**config.mk**
```make
export PLATFORM = sky130hd
export DESIGN_NAME = instr_prefetch_buffer_flat
export DESIGN_NICKNAME = d
export VERILOG_FILES = /design/src/rtl/instr_prefetch_buffer_if.sv /design/src/rtl/instr_prefetch_buffer.sv /design/src/flat_wrapper.sv
export SDC_FILE = /design/constraint.sdc
export NUM_CORES = 1
export LEC_CHECK = 0
export BUFFER_PORTS_ARGS = -buffer_cell sky130_fd_sc_hd__buf_4
export CELL_PAD_IN_SITES_DETAIL_PLACEMENT = 1
export CELL_PAD_IN_SITES_GLOBAL_PLACEMENT = 1
export CORE_MARGIN = 2
export CORE_UTILIZATION = 30
export CTS_CLUSTER_DIAMETER = 50
export DETAILED_ROUTE_END_ITERATION = 8
export PLACE_DENSITY = 0.61
export SLEW_MARGIN = 20
export SYNTH_ARGS = -nofsm -noshare
export SYNTH_HDL_FRONTEND = slang
export SYNTH_SLANG_ARGS = --single-unit
export TNS_END_PERCENT = 100
```
**constraint.sdc**
```tcl
create_clock -name clk_i -period 6.1 [get_ports clk_i]
set_clock_uncertainty 0.15 [all_clocks]
set_input_delay 0.305 -clock clk_i [delete_from_list [all_inputs] [get_ports clk_i]]
set_output_delay 0.305 -clock clk_i [all_outputs]
set_load 0.1 [all_outputs]
```
**src/rtl/instr_prefetch_buffer_if.sv**
```systemverilog
// Prefetch buffer bundle: redirect, instruction memory request/response
// and decode-side output, with the buffer as master.
interface instr_prefetch_buffer_if;
    logic        flush_i;
    logic [31:0] flush_pc_i;
    logic        instr_req_valid_o;
    logic        instr_req_ready_i;
    logic [31:0] instr_req_addr_o;
    logic        instr_rsp_valid_i;
    logic        instr_rsp_ready_o;
    logic [31:0] instr_rsp_data_i;
    logic        instr_rsp_error_i;
    logic        out_valid_o;
    logic        out_ready_i;
    logic [31:0] out_instr_o;
    logic [31:0] out_pc_o;
    logic        out_error_o;
    logic [31:0] stall_cnt_o;

    modport master (
        input  flush_i, flush_pc_i, instr_req_ready_i,
        input  instr_rsp_valid_i, instr_rsp_data_i, instr_rsp_error_i,
        input  out_ready_i,
        output instr_req_valid_o, instr_req_addr_o, instr_rsp_ready_o,
        output out_valid_o, out_instr_o, out_pc_o, out_error_o,
        output stall_cnt_o
    );

    modport slave (
        output flush_i, flush_pc_i, instr_req_ready_i,
        output instr_rsp_valid_i, instr_rsp_data_i, instr_rsp_error_i,
        output out_ready_i,
        input  instr_req_valid_o, instr_req_addr_o, instr_rsp_ready_o,
        input  out_valid_o, out_instr_o, out_pc_o, out_error_o,
        input  stall_cnt_o
    );
endinterface

```
**src/rtl/instr_prefetch_buffer.sv**
```systemverilog
// In-order instruction prefetch FIFO with flush/discard and fault halt.
// Optional decode starvation counter: define PREFETCH_STALL_CNT_EN.
module instr_prefetch_buffer #(
    parameter int unsigned DEPTH    = 4,
    parameter logic [31:0] RESET_PC = 32'h0000_0000
) (
    input logic clk_i,
    input logic rst_ni,
    instr_prefetch_buffer_if.master bus
);
    localparam int unsigned CW = $clog2(DEPTH + 1);
    localparam int unsigned PW = $clog2(DEPTH);
    localparam logic [0:0] RUN  = 1'b0;
    localparam logic [0:0] HALT = 1'b1;

    logic [0:0]    state_q;
    logic [31:0]   fetch_pc_q;
    logic [31:0]   rsp_pc_q;
    logic [CW-1:0] outstanding_q;
    logic [CW-1:0] outstanding_d;
    logic [CW-1:0] count_q;
    logic [CW-1:0] discard_q;
    logic [PW-1:0] rd_ptr_q;
    logic [PW-1:0] wr_ptr_q;
    logic [CW:0]   inflight;
    logic [31:0]   flush_pc;
    logic          req_hs;
    logic          rsp_hs;
    logic          push;
    logic          pop;
    logic          out_valid;

    logic [31:0] data_mem [DEPTH];
    logic [31:0] pc_mem   [DEPTH];
    logic        err_mem  [DEPTH];

    assign inflight = {1'b0, outstanding_q} + {1'b0, count_q};
    assign flush_pc = bus.flush_pc_i & 32'hFFFF_FFFC;

    assign bus.instr_req_valid_o = rst_ni && (state_q == RUN) && !bus.flush_i
                                 && (32'(inflight) < DEPTH);
    assign bus.instr_req_addr_o  = fetch_pc_q;
    assign bus.instr_rsp_ready_o = 1'b1;

    assign req_hs = bus.instr_req_valid_o && bus.instr_req_ready_i;
    assign rsp_hs = bus.instr_rsp_valid_i;
    // Responses in the redirect cycle or owed to old requests are dropped
    assign push   = rsp_hs && !bus.flush_i && (discard_q == '0);
    assign pop    = out_valid && bus.out_ready_i && !bus.flush_i;

    assign outstanding_d = outstanding_q + CW'(req_hs) - CW'(rsp_hs);

    always_ff @(posedge clk_i or negedge rst_ni) begin
        if (!rst_ni) begin
            state_q       <= RUN;
            fetch_pc_q    <= RESET_PC;
            rsp_pc_q      <= RESET_PC;
            outstanding_q <= '0;
            count_q       <= '0;
            discard_q     <= '0;
            rd_ptr_q      <= '0;
            wr_ptr_q      <= '0;
        end else begin
            outstanding_q <= outstanding_d;
            if (bus.flush_i) begin
                state_q    <= RUN;
                fetch_pc_q <= flush_pc;
                rsp_pc_q   <= flush_pc;
                count_q    <= '0;
                discard_q  <= outstanding_d;
                rd_ptr_q   <= '0;
                wr_ptr_q   <= '0;
            end else begin
                if (req_hs)
                    fetch_pc_q <= fetch_pc_q + 32'd4;
                if (rsp_hs && (discard_q != '0))
                    discard_q <= discard_q - CW'(1);
                if (push) begin
                    wr_ptr_q <= wr_ptr_q + PW'(1);
                    rsp_pc_q <= rsp_pc_q + 32'd4;
                    if (bus.instr_rsp_error_i)
                        state_q <= HALT;
                end
                if (pop)
                    rd_ptr_q <= rd_ptr_q + PW'(1);
                count_q <= count_q + CW'(push) - CW'(pop);
            end
        end
    end

    always_ff @(posedge clk_i) begin
        if (push) begin
            data_mem[wr_ptr_q] <= bus.instr_rsp_data_i;
            pc_mem[wr_ptr_q]   <= rsp_pc_q;
            err_mem[wr_ptr_q]  <= bus.instr_rsp_error_i;
        end
    end

    assign out_valid       = (count_q != '0);
    assign bus.out_valid_o = out_valid;
    assign bus.out_instr_o = out_valid ? data_mem[rd_ptr_q] : 32'd0;
    assign bus.out_pc_o    = out_valid ? pc_mem[rd_ptr_q] : 32'd0;
    assign bus.out_error_o = out_valid && err_mem[rd_ptr_q];

`ifdef PREFETCH_STALL_CNT_EN
    logic [31:0] stall_q;

    always_ff @(posedge clk_i or negedge rst_ni) begin
        if (!rst_ni)
            stall_q <= '0;
        else if (bus.out_ready_i && !out_valid && (stall_q != 32'hFFFF_FFFF))
            stall_q <= stall_q + 32'd1;
    end

    assign bus.stall_cnt_o = stall_q;
`else
    assign bus.stall_cnt_o = 32'd0;
`endif
endmodule

```
**src/flat_wrapper.sv**
```systemverilog
// flat-port wrapper written by rule: the top's interface ports become plain ports
module instr_prefetch_buffer_flat 
#(
    parameter int unsigned DEPTH    = 4,
    parameter logic [31:0] RESET_PC = 32'h0000_0000
)
  (clk_i, rst_ni, bus_flush_i, bus_flush_pc_i, bus_instr_req_ready_i, bus_instr_rsp_valid_i, bus_instr_rsp_data_i, bus_instr_rsp_error_i, bus_out_ready_i, bus_instr_req_valid_o, bus_instr_req_addr_o, bus_instr_rsp_ready_o, bus_out_valid_o, bus_out_instr_o, bus_out_pc_o, bus_out_error_o, bus_stall_cnt_o);
  instr_prefetch_buffer_if bus_i ();
  input logic clk_i;
  input logic rst_ni;
  input wire logic [$bits(bus_i.flush_i)-1:0] bus_flush_i;
  input wire logic [$bits(bus_i.flush_pc_i)-1:0] bus_flush_pc_i;
  input wire logic [$bits(bus_i.instr_req_ready_i)-1:0] bus_instr_req_ready_i;
  input wire logic [$bits(bus_i.instr_rsp_valid_i)-1:0] bus_instr_rsp_valid_i;
  input wire logic [$bits(bus_i.instr_rsp_data_i)-1:0] bus_instr_rsp_data_i;
  input wire logic [$bits(bus_i.instr_rsp_error_i)-1:0] bus_instr_rsp_error_i;
  input wire logic [$bits(bus_i.out_ready_i)-1:0] bus_out_ready_i;
  output wire logic [$bits(bus_i.instr_req_valid_o)-1:0] bus_instr_req_valid_o;
  output wire logic [$bits(bus_i.instr_req_addr_o)-1:0] bus_instr_req_addr_o;
  output wire logic [$bits(bus_i.instr_rsp_ready_o)-1:0] bus_instr_rsp_ready_o;
  output wire logic [$bits(bus_i.out_valid_o)-1:0] bus_out_valid_o;
  output wire logic [$bits(bus_i.out_instr_o)-1:0] bus_out_instr_o;
  output wire logic [$bits(bus_i.out_pc_o)-1:0] bus_out_pc_o;
  output wire logic [$bits(bus_i.out_error_o)-1:0] bus_out_error_o;
  output wire logic [$bits(bus_i.stall_cnt_o)-1:0] bus_stall_cnt_o;
  assign bus_i.flush_i = bus_flush_i;
  assign bus_i.flush_pc_i = bus_flush_pc_i;
  assign bus_i.instr_req_ready_i = bus_instr_req_ready_i;
  assign bus_i.instr_rsp_valid_i = bus_instr_rsp_valid_i;
  assign bus_i.instr_rsp_data_i = bus_instr_rsp_data_i;
  assign bus_i.instr_rsp_error_i = bus_instr_rsp_error_i;
  assign bus_i.out_ready_i = bus_out_ready_i;
  assign bus_instr_req_valid_o = bus_i.instr_req_valid_o;
  assign bus_instr_req_addr_o = bus_i.instr_req_addr_o;
  assign bus_instr_rsp_ready_o = bus_i.instr_rsp_ready_o;
  assign bus_out_valid_o = bus_i.out_valid_o;
  assign bus_out_instr_o = bus_i.out_instr_o;
  assign bus_out_pc_o = bus_i.out_pc_o;
  assign bus_out_error_o = bus_i.out_error_o;
  assign bus_stall_cnt_o = bus_i.stall_cnt_o;
  instr_prefetch_buffer #(.DEPTH(DEPTH), .RESET_PC(RESET_PC)) u_core (.clk_i(clk_i), .rst_ni(rst_ni), .bus(bus_i));
endmodule
```
==> impl_metrics.csv, run 1 <==
group,metric,value,unit
run_status,run_status,"complete, no violations",
cts,post_cts_resize_count,0,
route,top_layer_used,"met4",
pwr,p_sw,3.50,mW
worst_hold_path,hold_path_class,"in2reg",
sta,fin_crit,3620,ps
cts,htree_num_levels,2,
sta,setup_tns,0,ps
cts,clk_latency,550,ps
sta,clock.fmax,276,MHz
final_layout,final_common_cell,"edfxtp_1",
synthesis,yosys_register_bits,326,
setup_path,cp-start-kind,"flop",
synthesis,synth_edf_count,252,
route,drt-met1-wl,16500,um
pwr,pwr-share-seq,33.5,%
pwr,power_frac_clock,27.9,%
setup_path,crit_path_max_incr_delay,930,ps
cts,clkSinkCount,326,
pwr,power,8.23,mW
cts,clockRootBuffer,"clkbuf_16",
sta,timing.final.hold_violations,0,
final_layout,nets,1260,
setup_path,cpMaxStageDelayCell,"dfrtp_4",
place,port-buffer-count,163,
sta,maxSlewViolCount,0,
route,finalWirelength,36500,um
sta,slew_headroom,29.5,%
floorplan,die-area,0.0495,mm^2
floorplan,core_area,0.0474,mm^2
route,wl_met2,17400,um
floorplan,start_util,30.2,%
global_routing,grt_pass1_vias,9586,
global_routing,antenna_found_initial,0,
place,routabilityCongestion,0.757,
setup_path,path_cells,"buf_4, mux4_2, and2_1, buf_4",
synthesis,synth_cell_types,49,
final_layout,drive_gt1_share,25.9,%
route,wl_met3,1820,um
global_routing,overflow,0,
place,post-place-cells,1684,
route,remaining_drc_errors,0,
cts,cts_tree,"yes",
flow_run,drv_cap,0,
sta,worst_pin_slew,1050,ps
pwr,power_frac_comb,38.5,%
setup_path,crit_fanout,36,
route,drt-pass1-iter-count,4,
route,vias,8928,
route,via_per_inst,4.92,
synthesis,avgSynthCellArea,15.0,um^2
sta,rsz0062_at_grt,"false",
cts,clockBufferDepth,3,
synthesis,async_flop_share,22.7,%
sta,period_share,59.4,%
synthesis,yosysSeqAreaShare,65.8,%
floorplan,fp-row-count,80,
setup_path,critPathArrivalTime,3170,ps
cts,clk_pin_slew,60,ps
synthesis,syn-instance-count,952,
pwr,ir_drop,0.000226,V
route,ant_nets,0,
synthesis,ys_warn_count,0,
final_layout,layout_common_cells,"edfxtp_1 (252), buf_4 (172), dfrtp_1 (72)",
cts,cts_buffers,41,
synthesis,synth_area,0.0143,mm^2
floorplan,die_h,223,um
pwr,p_per_area,459,mW/mm^2
final_layout,fin_cells,1816,
sta,setup_viol,0,
place,dp_hpwl,22500,um
sta,fin_ws,2480,ps
setup_path,worst-setup-path-type,"reg2out",
setup_path,critPathRequiredTime,5640,ps
final_layout,num_antenna_cells,0,
floorplan,ios,203,
setup_path,path_common_cell,"buf_4",
pwr,swShare,42.6,%
global_routing,track_usage,15.0,%
cts,post_cts.repair.setup_buffers,0,
global_routing,grt_max_degree,73,
final_layout,area_delta_synth_final,25.3,%
floorplan,die_w,223,um
global_routing,grt_pass1_wl,57400,um
place,post-place-ws,2810,ps
setup_path,cp-end-kind,"primary output",
pwr,power.leakage,6.36,nW
route,routedWlPerCell,20.1,um
pwr,p_int,4.73,mW
synthesis,ys.flop_type,"edfxtp_1",
route,drt_iter0_markers,505,
==> synth_stat cells (2+ instances only) <==
cell        n  share of area [%]
nand4b_1    2               0.12
o31ai_1    18               0.94
and2_1     67                2.9
nor2_1     43                1.1
or2_2       2              0.087
nand2b_1   10               0.44
fa_1        2               0.28
xnor2_1    15               0.92
conb_1      2              0.052
nor3_1     12               0.42
mux2_2      2               0.16
dfrtp_1    74                 13
and4_1      9               0.55
edfxtp_1  252                 53
buf_1       8               0.21
buf_2       5               0.17
mux4_2     63                9.9
nand2_1    30               0.79
nor2b_1     4               0.17
inv_1      22               0.58
o311a_1     4               0.28
or3_1      10               0.44
and3_1     16               0.70
a21oi_1    17               0.59
nand4_1    22               0.96
buf_4      37                1.9
o21ai_0    11               0.38
nor4_1     21               0.92
xor2_1      7               0.43
a31oi_1    25                1.1
a211oi_1   11               0.58
o31a_1     15               0.92
clkbuf_1   39                1.0
ha_1       14                1.2
and4b_1     2               0.14
or4_1      20                1.0
nand3_1    27               0.94
==> flip-flops by register name, summed over array words and instances, names as in the netlist, 2 cells and up <==
| register | flops |
|---|---|
| u_core.outstanding_q | 3 |
| u_core.err_mem | 4 |
| u_core.rsp_pc_q | 30 |
| u_core.count_q | 3 |
| u_core.discard_q | 3 |
| u_core.rd_ptr_q | 2 |
| u_core.bus.instr_req_addr_o | 30 |
| u_core.pc_mem | 120 |
| u_core.data_mem | 128 |
| u_core.wr_ptr_q | 2 |
==> routing by layer <==
| metal | GRT usage, % | up-vias |
|---|---|---|
| met4 | 4.68 | 0 |
| met3 | 3.00 | 48 |
| met1 | 20.3 | 4592 |
| li1 | - | 4085 |
| met2 | 24.3 | 203 |
| met5 | 0 | - |
==> power groups by stage <==
stage	logic (mW)	clock network (mW)	registers [mW]
after floorplan	2.43	0	2.84
after global placement	3.16	0	2.80
after detailed placement	3.18	0	2.81
after CTS	3.22	2.38	2.77
after global routing	3.33	2.46	2.80
final	3.17	2.30	2.76
==> per-stage QoR <==
step | area, um^2 | utilization (%) | hold slack, ps
2_1_floorplan | 14500 | - | -141
3_3_place_gp | 16000 | 33.8 | 117
3_5_place_dp | 16000 | 33.8 | 116
4_1_cts | 17900 | 37.8 | 7.56
5_1_grt | 17900 | 37.8 | 15.9
6_report | 17900 | 37.8 | 10.6
==> worst max-delay path: cells and delay by family, from the launching register on <==
kind / cells / cell delay (ps)
buf+inv: 2 / 890
flops: 1 / 930
mux: 1 / 580
simple gates: 1 / 190
==> layout make-up <==
type / instances / area [um^2]
multi-input combinational: 549 / 4480
clock inverter: 19 / 156
clock buffer: 52 / 1130
fill: 4925 / 29500
tap: 615 / 769
sequential: 326 / 9430
timing repair buffer: 233 / 1900
inverter: 22 / 82.6
==> kinds of logic (layout without fill, tap and decap cells) <==
logic type      after synthesis  after routing  share of synthesized area [%]
flops                       326            326                           65.8
simple gates                303            303                           12.2
buf+inv                     112            326                           4.00
compound gates              106            106                           5.11
mux                          65             65                           10.1
xor+xnor                     22             22                           1.35
fa+ha+maj                    16             16                           1.50
other cells                   2             37                         0.0524
==> what timing repair did <==
item / 4_1_cts / 5_1_grt
hold buffers: 61 / 0
setup endpoints to repair: 0 / 0
endpoints found under the hold margin: 204 / 0
==> final timing paths <==
path / from / to / slack, ps / cells after the start
min in group asynchronous: rst_ni / u_core.bus.instr_req_addr_o[25]$_DFFE_PN0P_ / 80 / 2
setup / recovery: u_core.rd_ptr_q[0]$_DFFE_PN0P_ / bus_out_instr_o[31] / 2480 / 4
setup reg to reg: u_core.count_q[2]$_DFF_PN0_ / u_core.discard_q[2]$_DFFE_PN0P_ / 2820 / 10
hold / removal: bus_flush_pc_i[27] / u_core.rsp_pc_q[27]$_DFFE_PN0N_ / 10 / 3
max in group asynchronous: rst_ni / u_core.rd_ptr_q[1]$_DFFE_PN0P_ / 4640 / 3
hold reg to reg: u_core.bus.instr_req_addr_o[31]$_DFFE_PN0P_ / u_core.bus.instr_req_addr_o[31]$_DFFE_PN0P_ / 420 / 2
Power figures use the tool's default switching activity.
==> run 2: changes to the inputs <==
--- a/config.mk
+++ b/config.mk
@@ -12,7 +12,7 @@
 export CORE_UTILIZATION = 30
 export CTS_CLUSTER_DIAMETER = 50
 export DETAILED_ROUTE_END_ITERATION = 8
-export PLACE_DENSITY = 0.61
+export PLACE_DENSITY = 0.63
 export SLEW_MARGIN = 20
 export SYNTH_ARGS = -nofsm -noshare
 export SYNTH_HDL_FRONTEND = slang
==> constraint.sdc (replaced) <==
create_clock -name clk_i -period 3.25 [get_ports clk_i]
set_clock_uncertainty 0.15 [all_clocks]
set_input_delay 0.1625 -clock clk_i [delete_from_list [all_inputs] [get_ports clk_i]]
set_output_delay 0.1625 -clock clk_i [all_outputs]
set_load 0.1 [all_outputs]
==> run 2 against run 1 <==
Final area up 2.1%. Via count up 1.1%. Global-route usage down 0.28 points.
==> impl_metrics.csv, run 2 (synthesis results as in run 1) <==
group,metric,value,unit
run_status,run_status,"complete, no violations",
pwr,p_per_area,852,mW/mm^2
sta,slew_headroom,50.8,%
global_routing,grt_pass1_wl,56300,um
worst_hold_path,hold_path_class,"in2async",
cts,clockBufferDepth,3,
setup_path,critPathArrivalTime,3350,ps
route,vias,9029,
sta,period_share,95.4,%
sta,setup_tns,0,ps
pwr,pwr-share-seq,32.7,%
final_layout,reg_top3,"u_core.data_mem: 128 flops, u_core.pc_mem: 120 flops",
setup_path,crit_path_max_incr_delay,540,ps
cts,cts_buffers,41,
final_layout,layout_common_cells,"edfxtp_1 (252), buf_4 (180), dfrtp_1 (72)",
flow_run,drv_cap,0,
floorplan,start_util,30.2,%
final_layout,multiInputGateArea,0.00450,mm^2
setup_path,rrSetupSlack,150,ps
setup_path,path_cells,"ha_1, or4_4, or4_1, inv_2, ha_1, inv_1, fa_1, xnor2_2, nand2_1, o21ai_0",
route,routedWlPerCell,19.7,um
pwr,power_frac_comb,39.4,%
pwr,swShare,42.2,%
final_layout,nets,1285,
setup_path,cp-start-kind,"flop",
final_layout,stdcell_area,0.0183,mm^2
setup_path,cp-end-kind,"flop",
route,drt_iter0_markers,491,
route,via_per_inst,4.90,
floorplan,die-area,0.0495,mm^2
place,placed_area,0.0163,mm^2
place,port-buffer-count,163,
floorplan,die_w,223,um
floorplan,fp-row-count,80,
setup_path,rr_startpoint,"u_core.count_q[2]$_DFF_PN0_",
global_routing,grt_max_degree,66,
cts,clk_pin_slew,60,ps
route,ant_nets,0,
sta,maxSlewViolCount,0,
sta,worst_pin_slew,738,ps
pwr,power.leakage,6.51,nW
sta,timing.final.hold_violations,0,
setup_path,cp.depth,10,
cts,clkSinkCount,326,
global_routing,antenna_found_initial,0,
sta,fin_crit,3100,ps
pwr,ir_drop,0.000376,V
setup_path,critPathRequiredTime,3500,ps
setup_path,worst-setup-path-type,"reg2reg",
sta,setup_viol,0,
final_layout,seqCellArea,0.00942,mm^2
sta,clock.fmax,323,MHz
final_layout,largest_reg_flops,128,
route,drt-pass1-iter-count,4,
cts,clk_latency,540,ps
setup_path,cpMaxStageDelayCell,"or4_4",
setup_path,crit_family,"simple AND/OR/NAND/NOR gates",
cts,cts_tree,"yes",
route,finalWirelength,36400,um
cts,htree_num_levels,2,
setup_path,crit_fanout,4,
global_routing,grt_pass1_vias,9663,
setup_path,reg2reg_to,"u_core.discard_q[2]$_DFFE_PN0P_",
floorplan,core_area,0.0474,mm^2
setup_path,r2r_cells,10,
final_layout,final.fill_count,4888,
final_layout,area_delta_synth_final,27.8,%
place,routabilityCongestion,0.777,
route,remaining_drc_errors,0,
setup_path,path_buf_inv,2,
global_routing,overflow,0,
pwr,power_frac_clock,27.9,%
cts,clockRootBuffer,"clkbuf_16",
floorplan,die_h,223,um
pwr,p_int,9.01,mW
place,dp_hpwl,23800,um
setup_path,cp-startpoint,"u_core.count_q[2]$_DFF_PN0_",
pwr,p_sw,6.59,mW
global_routing,track_usage,14.7,%
final_layout,drive_gt1_share,27.1,%
setup_path,endpoint,"u_core.discard_q[2]$_DFFE_PN0P_",
final_layout,final_common_cell,"edfxtp_1",
final_layout,num_antenna_cells,0,
setup_path,path_common_cell,"ha_1",
final_layout,top_register,"u_core.data_mem",
floorplan,ios,203,
## run 2: changes by cell type in the layout (fill, tap and decap cells not counted), sizes merged
cell,change
buf,+19
bufinv,+1
clkinvlp,-1
dlygate4sd3,+6
inv,+1
## run 2: per-stage QoR
stage	setup WS (ps)	utilization, %	power, mW	instances	hold WS, ps
3_5_place_dp	165	34.4	11.3	1703	144
5_1_grt	-4.62	38.6	16.2	1842	119
2_1_floorplan	29.7	-	9.89	987	-283
3_3_place_gp	201	34.4	11.3	1703	145
6_report	150	38.6	15.6	1842	112
4_1_cts	136	38.6	15.8	1842	90.2
## run 2: timing repair
action | 4_1_cts | 5_1_grt
gates resized for setup | 0 | 2
hold buffers | 67 | 0
endpoints found under the hold margin | 226 | 0
endpoints found under the setup margin | 0 | 1
buffers inserted | 0 | 0
## run 2: final cells by class
class / count / share of cell area [%]
clock inverter: 20 / 1.03
inverter: 22 / 0.451
sequential: 326 / 51.5
tap: 615 / 4.20
timing repair buffer: 258 / 12.2
clock buffer: 52 / 6.05
multi-input combinational: 549 / 24.6
## run 2: how the worst min path moves through the flow
stage / start / endpoint / slack [ps] / depth (start not counted)
after floorplan: rst_ni / u_core.bus.instr_req_addr_o[10]$_DFFE_PN0P_ / -280 / 0
after global placement: rst_ni / u_core.bus.instr_req_addr_o[22]$_DFFE_PN0P_ / 150 / 2
after detailed placement: rst_ni / u_core.bus.instr_req_addr_o[30]$_DFFE_PN0P_ / 140 / 2
after CTS: rst_ni / u_core.bus.instr_req_addr_o[13]$_DFFE_PN0P_ / 90 / 3
after global routing: rst_ni / u_core.bus.instr_req_addr_o[13]$_DFFE_PN0P_ / 120 / 3
final: rst_ni / u_core.bus.instr_req_addr_o[13]$_DFFE_PN0P_ / 110 / 3
## run 2: power by group through the flow
stage | clock network, mW | logic [mW] | registers (mW)
6_report | 4.35 | 6.15 | 5.10
5_1_grt | 4.63 | 6.46 | 5.16
4_1_cts | 4.49 | 6.22 | 5.11
3_5_place_dp | 0 | 6.15 | 5.19
3_3_place_gp | 0 | 6.12 | 5.17
2_1_floorplan | 0 | 4.57 | 5.32
## run 2: worst min-delay path: stages
cell and delay [ps]:
dlygate4sd3_1 520, buf_4 150, buf_4 400
## run 2: routing by layer
| metal | part of all wire, % | GRT usage, % |
|---|---|---|
| met1 | 47 | 20.2 |
| met2 | 47 | 24.0 |
| met3 | 4.6 | 2.62 |
| met4 | 2.1 | 4.31 |
| met5 | 0 | 0 |
==> run 3: changes to the inputs <==
--- a/config.mk
+++ b/config.mk
@@ -9,10 +9,10 @@
 export CELL_PAD_IN_SITES_DETAIL_PLACEMENT = 1
 export CELL_PAD_IN_SITES_GLOBAL_PLACEMENT = 1
 export CORE_MARGIN = 2
-export CORE_UTILIZATION = 30
+export CORE_UTILIZATION = 43
 export CTS_CLUSTER_DIAMETER = 50
 export DETAILED_ROUTE_END_ITERATION = 8
-export PLACE_DENSITY = 0.63
+export PLACE_DENSITY = 0.83
 export SLEW_MARGIN = 20
 export SYNTH_ARGS = -nofsm -noshare
 export SYNTH_HDL_FRONTEND = slang
==> run 3 against run 2 <==
Total power decreased by 2.1%. Hold slack got worse by 21 ps. Sequential power increased by 0.8%. Non-clock buffer count decreased by 3. Clock power decreased by 7.6%. Critical path depth unchanged. Via count increased by 0.86%. Combinational power decreased by 0.7%. Sequential share of layout area increased by 1.2 points. Critical endpoint unchanged. Largest power group unchanged.
==> impl_metrics.csv, run 3 (synthesis results as in run 1) <==
group,metric,value,unit
setup_path,crit_fanout,5,
floorplan,core_area,0.0327,mm^2
sta,whs,90.9,ps
sta,fin_ws,167,ps
pwr,p_per_area,855,mW/mm^2
final_layout,final.fill_count,3155,
setup_path,cpMaxStageDelayCell,"or4_4",
final_layout,top_register,"u_core.data_mem",
place,dp_hpwl,22200,um
cts,cts_tree,"yes",
sta,fin_crit,3080,ps
cts,clkSinkCount,326,
setup_path,cp-startpoint,"u_core.count_q[2]$_DFF_PN0_",
sta,timing.final.hold_violations,0,
sta,worst_pin_slew,804,ps
run_status,run_status,"complete, no violations",
cts,clockRootBuffer,"clkbuf_16",
cts,clk_pin_slew,70,ps
sta,setup_tns,0,ps
route,drt-pass1-iter-count,5,
global_routing,overflow,0,
sta,rsz0062_at_grt,"false",
pwr,swShare,42.4,%
floorplan,die_h,187,um
place,port-buffer-count,163,
global_routing,grt_max_degree,66,
setup_path,cp-end-kind,"flop",
pwr,p_sw,6.48,mW
route,via_per_inst,5.49,
final_layout,reg_top3,"u_core.data_mem: 128 flops, u_core.pc_mem: 120 flops",
sta,clock.fmax,324,MHz
cts,clk_latency,530,ps
floorplan,die-area,0.0348,mm^2
route,ant_nets,0,
floorplan,ios,203,
sta,maxSlewViolCount,0,
route,remaining_drc_errors,0,
floorplan,fp-row-count,66,
final_layout,largest_reg_flops,128,
final_layout,nets,1278,
floorplan,die_w,187,um
cts,clockBufferDepth,3,
setup_path,worst-setup-path-type,"reg2reg",
setup_path,crit_path_max_incr_delay,560,ps
global_routing,grt_pass1_vias,9861,
final_layout,area_delta_synth_final,24.8,%
sta,slew_headroom,46.4,%
cts,cts_buffers,37,
pwr,p_int,8.80,mW
flow_run,drv_cap,0,
sta,setup_viol,0,
final_layout,postLayoutCoreUtil,54.7,%
final_layout,num_antenna_cells,0,
sta,period_share,94.9,%
setup_path,path_cells,"ha_1, or4_4, or4_4, inv_2, ha_1, inv_1, fa_2, xnor2_2, nand2_1, o21ai_0",
route,vias,9107,
setup_path,critPathRequiredTime,3480,ps
setup_path,crit_family,"simple AND/OR/NAND/NOR gates",
route,drt_iter0_markers,412,
route,finalWirelength,35400,um
setup_path,rr_startpoint,"u_core.count_q[2]$_DFF_PN0_",
cts,htree_num_levels,2,
floorplan,start_util,43.8,%
final_layout,drive_gt1_share,26.6,%
pwr,pwr-share-seq,33.6,%
global_routing,grt_pass1_wl,55900,um
place,routabilityCongestion,0.843,
global_routing,antenna_found_initial,0,
final_layout,final_common_cell,"edfxtp_1",
pwr,power_frac_comb,40.0,%
route,routedWlPerCell,21.4,um
global_routing,track_usage,20.3,%
worst_hold_path,hold_path_class,"in2reg",
setup_path,path_buf_inv,2,
pwr,power.leakage,6.42,nW
setup_path,cp-start-kind,"flop",
place,post-place-ws,95.7,ps
worst_hold_path,min-delay-start,"bus_flush_i",
pwr,ir_drop,0.000540,V
setup_path,critPathArrivalTime,3310,ps
final_layout,layout_common_cells,"edfxtp_1 (252), buf_4 (182), dfrtp_1 (72)",
setup_path,rrSetupSlack,170,ps
pwr,power_frac_clock,26.3,%
run 3: repair_timing:
item | CTS | global route
endpoints found under the hold margin | 269 | 0
resized for setup | 0 | 4
setup endpoints to repair | 0 | 1
setup buffers | 0 | 2
hold buffers | 68 | 0
run 3: worst register-to-register path: stages (launching register included):
cell and delay, ps:
dfrtp_1 400, ha_1 320, or4_4 560, or4_4 510, inv_2 100, ha_1 160
inv_1 60, fa_2 350, xnor2_2 150, nand2_1 90, o21ai_0 90
run 3: final timing paths:
path	endpoint	cells past startpoint
max reg2reg	u_core.discard_q[2]$_DFFE_PN0P_	10
min reg2reg	u_core.bus.instr_req_addr_o[31]$_DFFE_PN0P_	2
min in group asynchronous	u_core.bus.instr_req_addr_o[29]$_DFFE_PN0P_	3
max	u_core.discard_q[2]$_DFFE_PN0P_	10
max in group asynchronous	u_core.bus.instr_req_addr_o[16]$_DFFE_PN0P_	3
min	u_core.bus.instr_req_addr_o[19]$_DFFE_PN0P_	5
run 3: metal layers:
metal	vias up	part of all wire, %	GRT usage [%]
li1	4123	-	-
met4	0	1.8	4.64
met2	268	49	34.5
met1	4658	44	27.6
met3	58	4.8	3.35
met5	-	0	0
run 3: per-stage QoR:
| stage | power [mW] | cells | instance area, um^2 |
|---|---|---|---|
| 2_1_floorplan | 9.89 | 987 | 14500 |
| 3_3_place_gp | 11.1 | 1524 | 16000 |
| 3_5_place_dp | 11.2 | 1524 | 16000 |
| 4_1_cts | 15.4 | 1658 | 17800 |
| 5_1_grt | 15.8 | 1660 | 17900 |
| 6_report | 15.3 | 1660 | 17900 |
run 3: power groups by stage:
stage	Sequential (mW)	Clock, mW	Combinational, mW
after detailed placement	5.22	0	6.02
final	5.14	4.02	6.11
after CTS	5.14	4.13	6.12
after floorplan	5.32	0	4.57
after global placement	5.19	0	5.95
after global routing	5.19	4.28	6.37
run 3: layout make-up:
cell class	count	area (um^2)	area share, %
flip-flops and latches	326	9420	52.7
repair buffers	255	2150	12.0
multi-input cells	549	4490	25.1
well taps	442	553	3.09
clock inverters	23	224	1.25
inverters	22	82.6	0.462
clock buffers	43	958	5.36
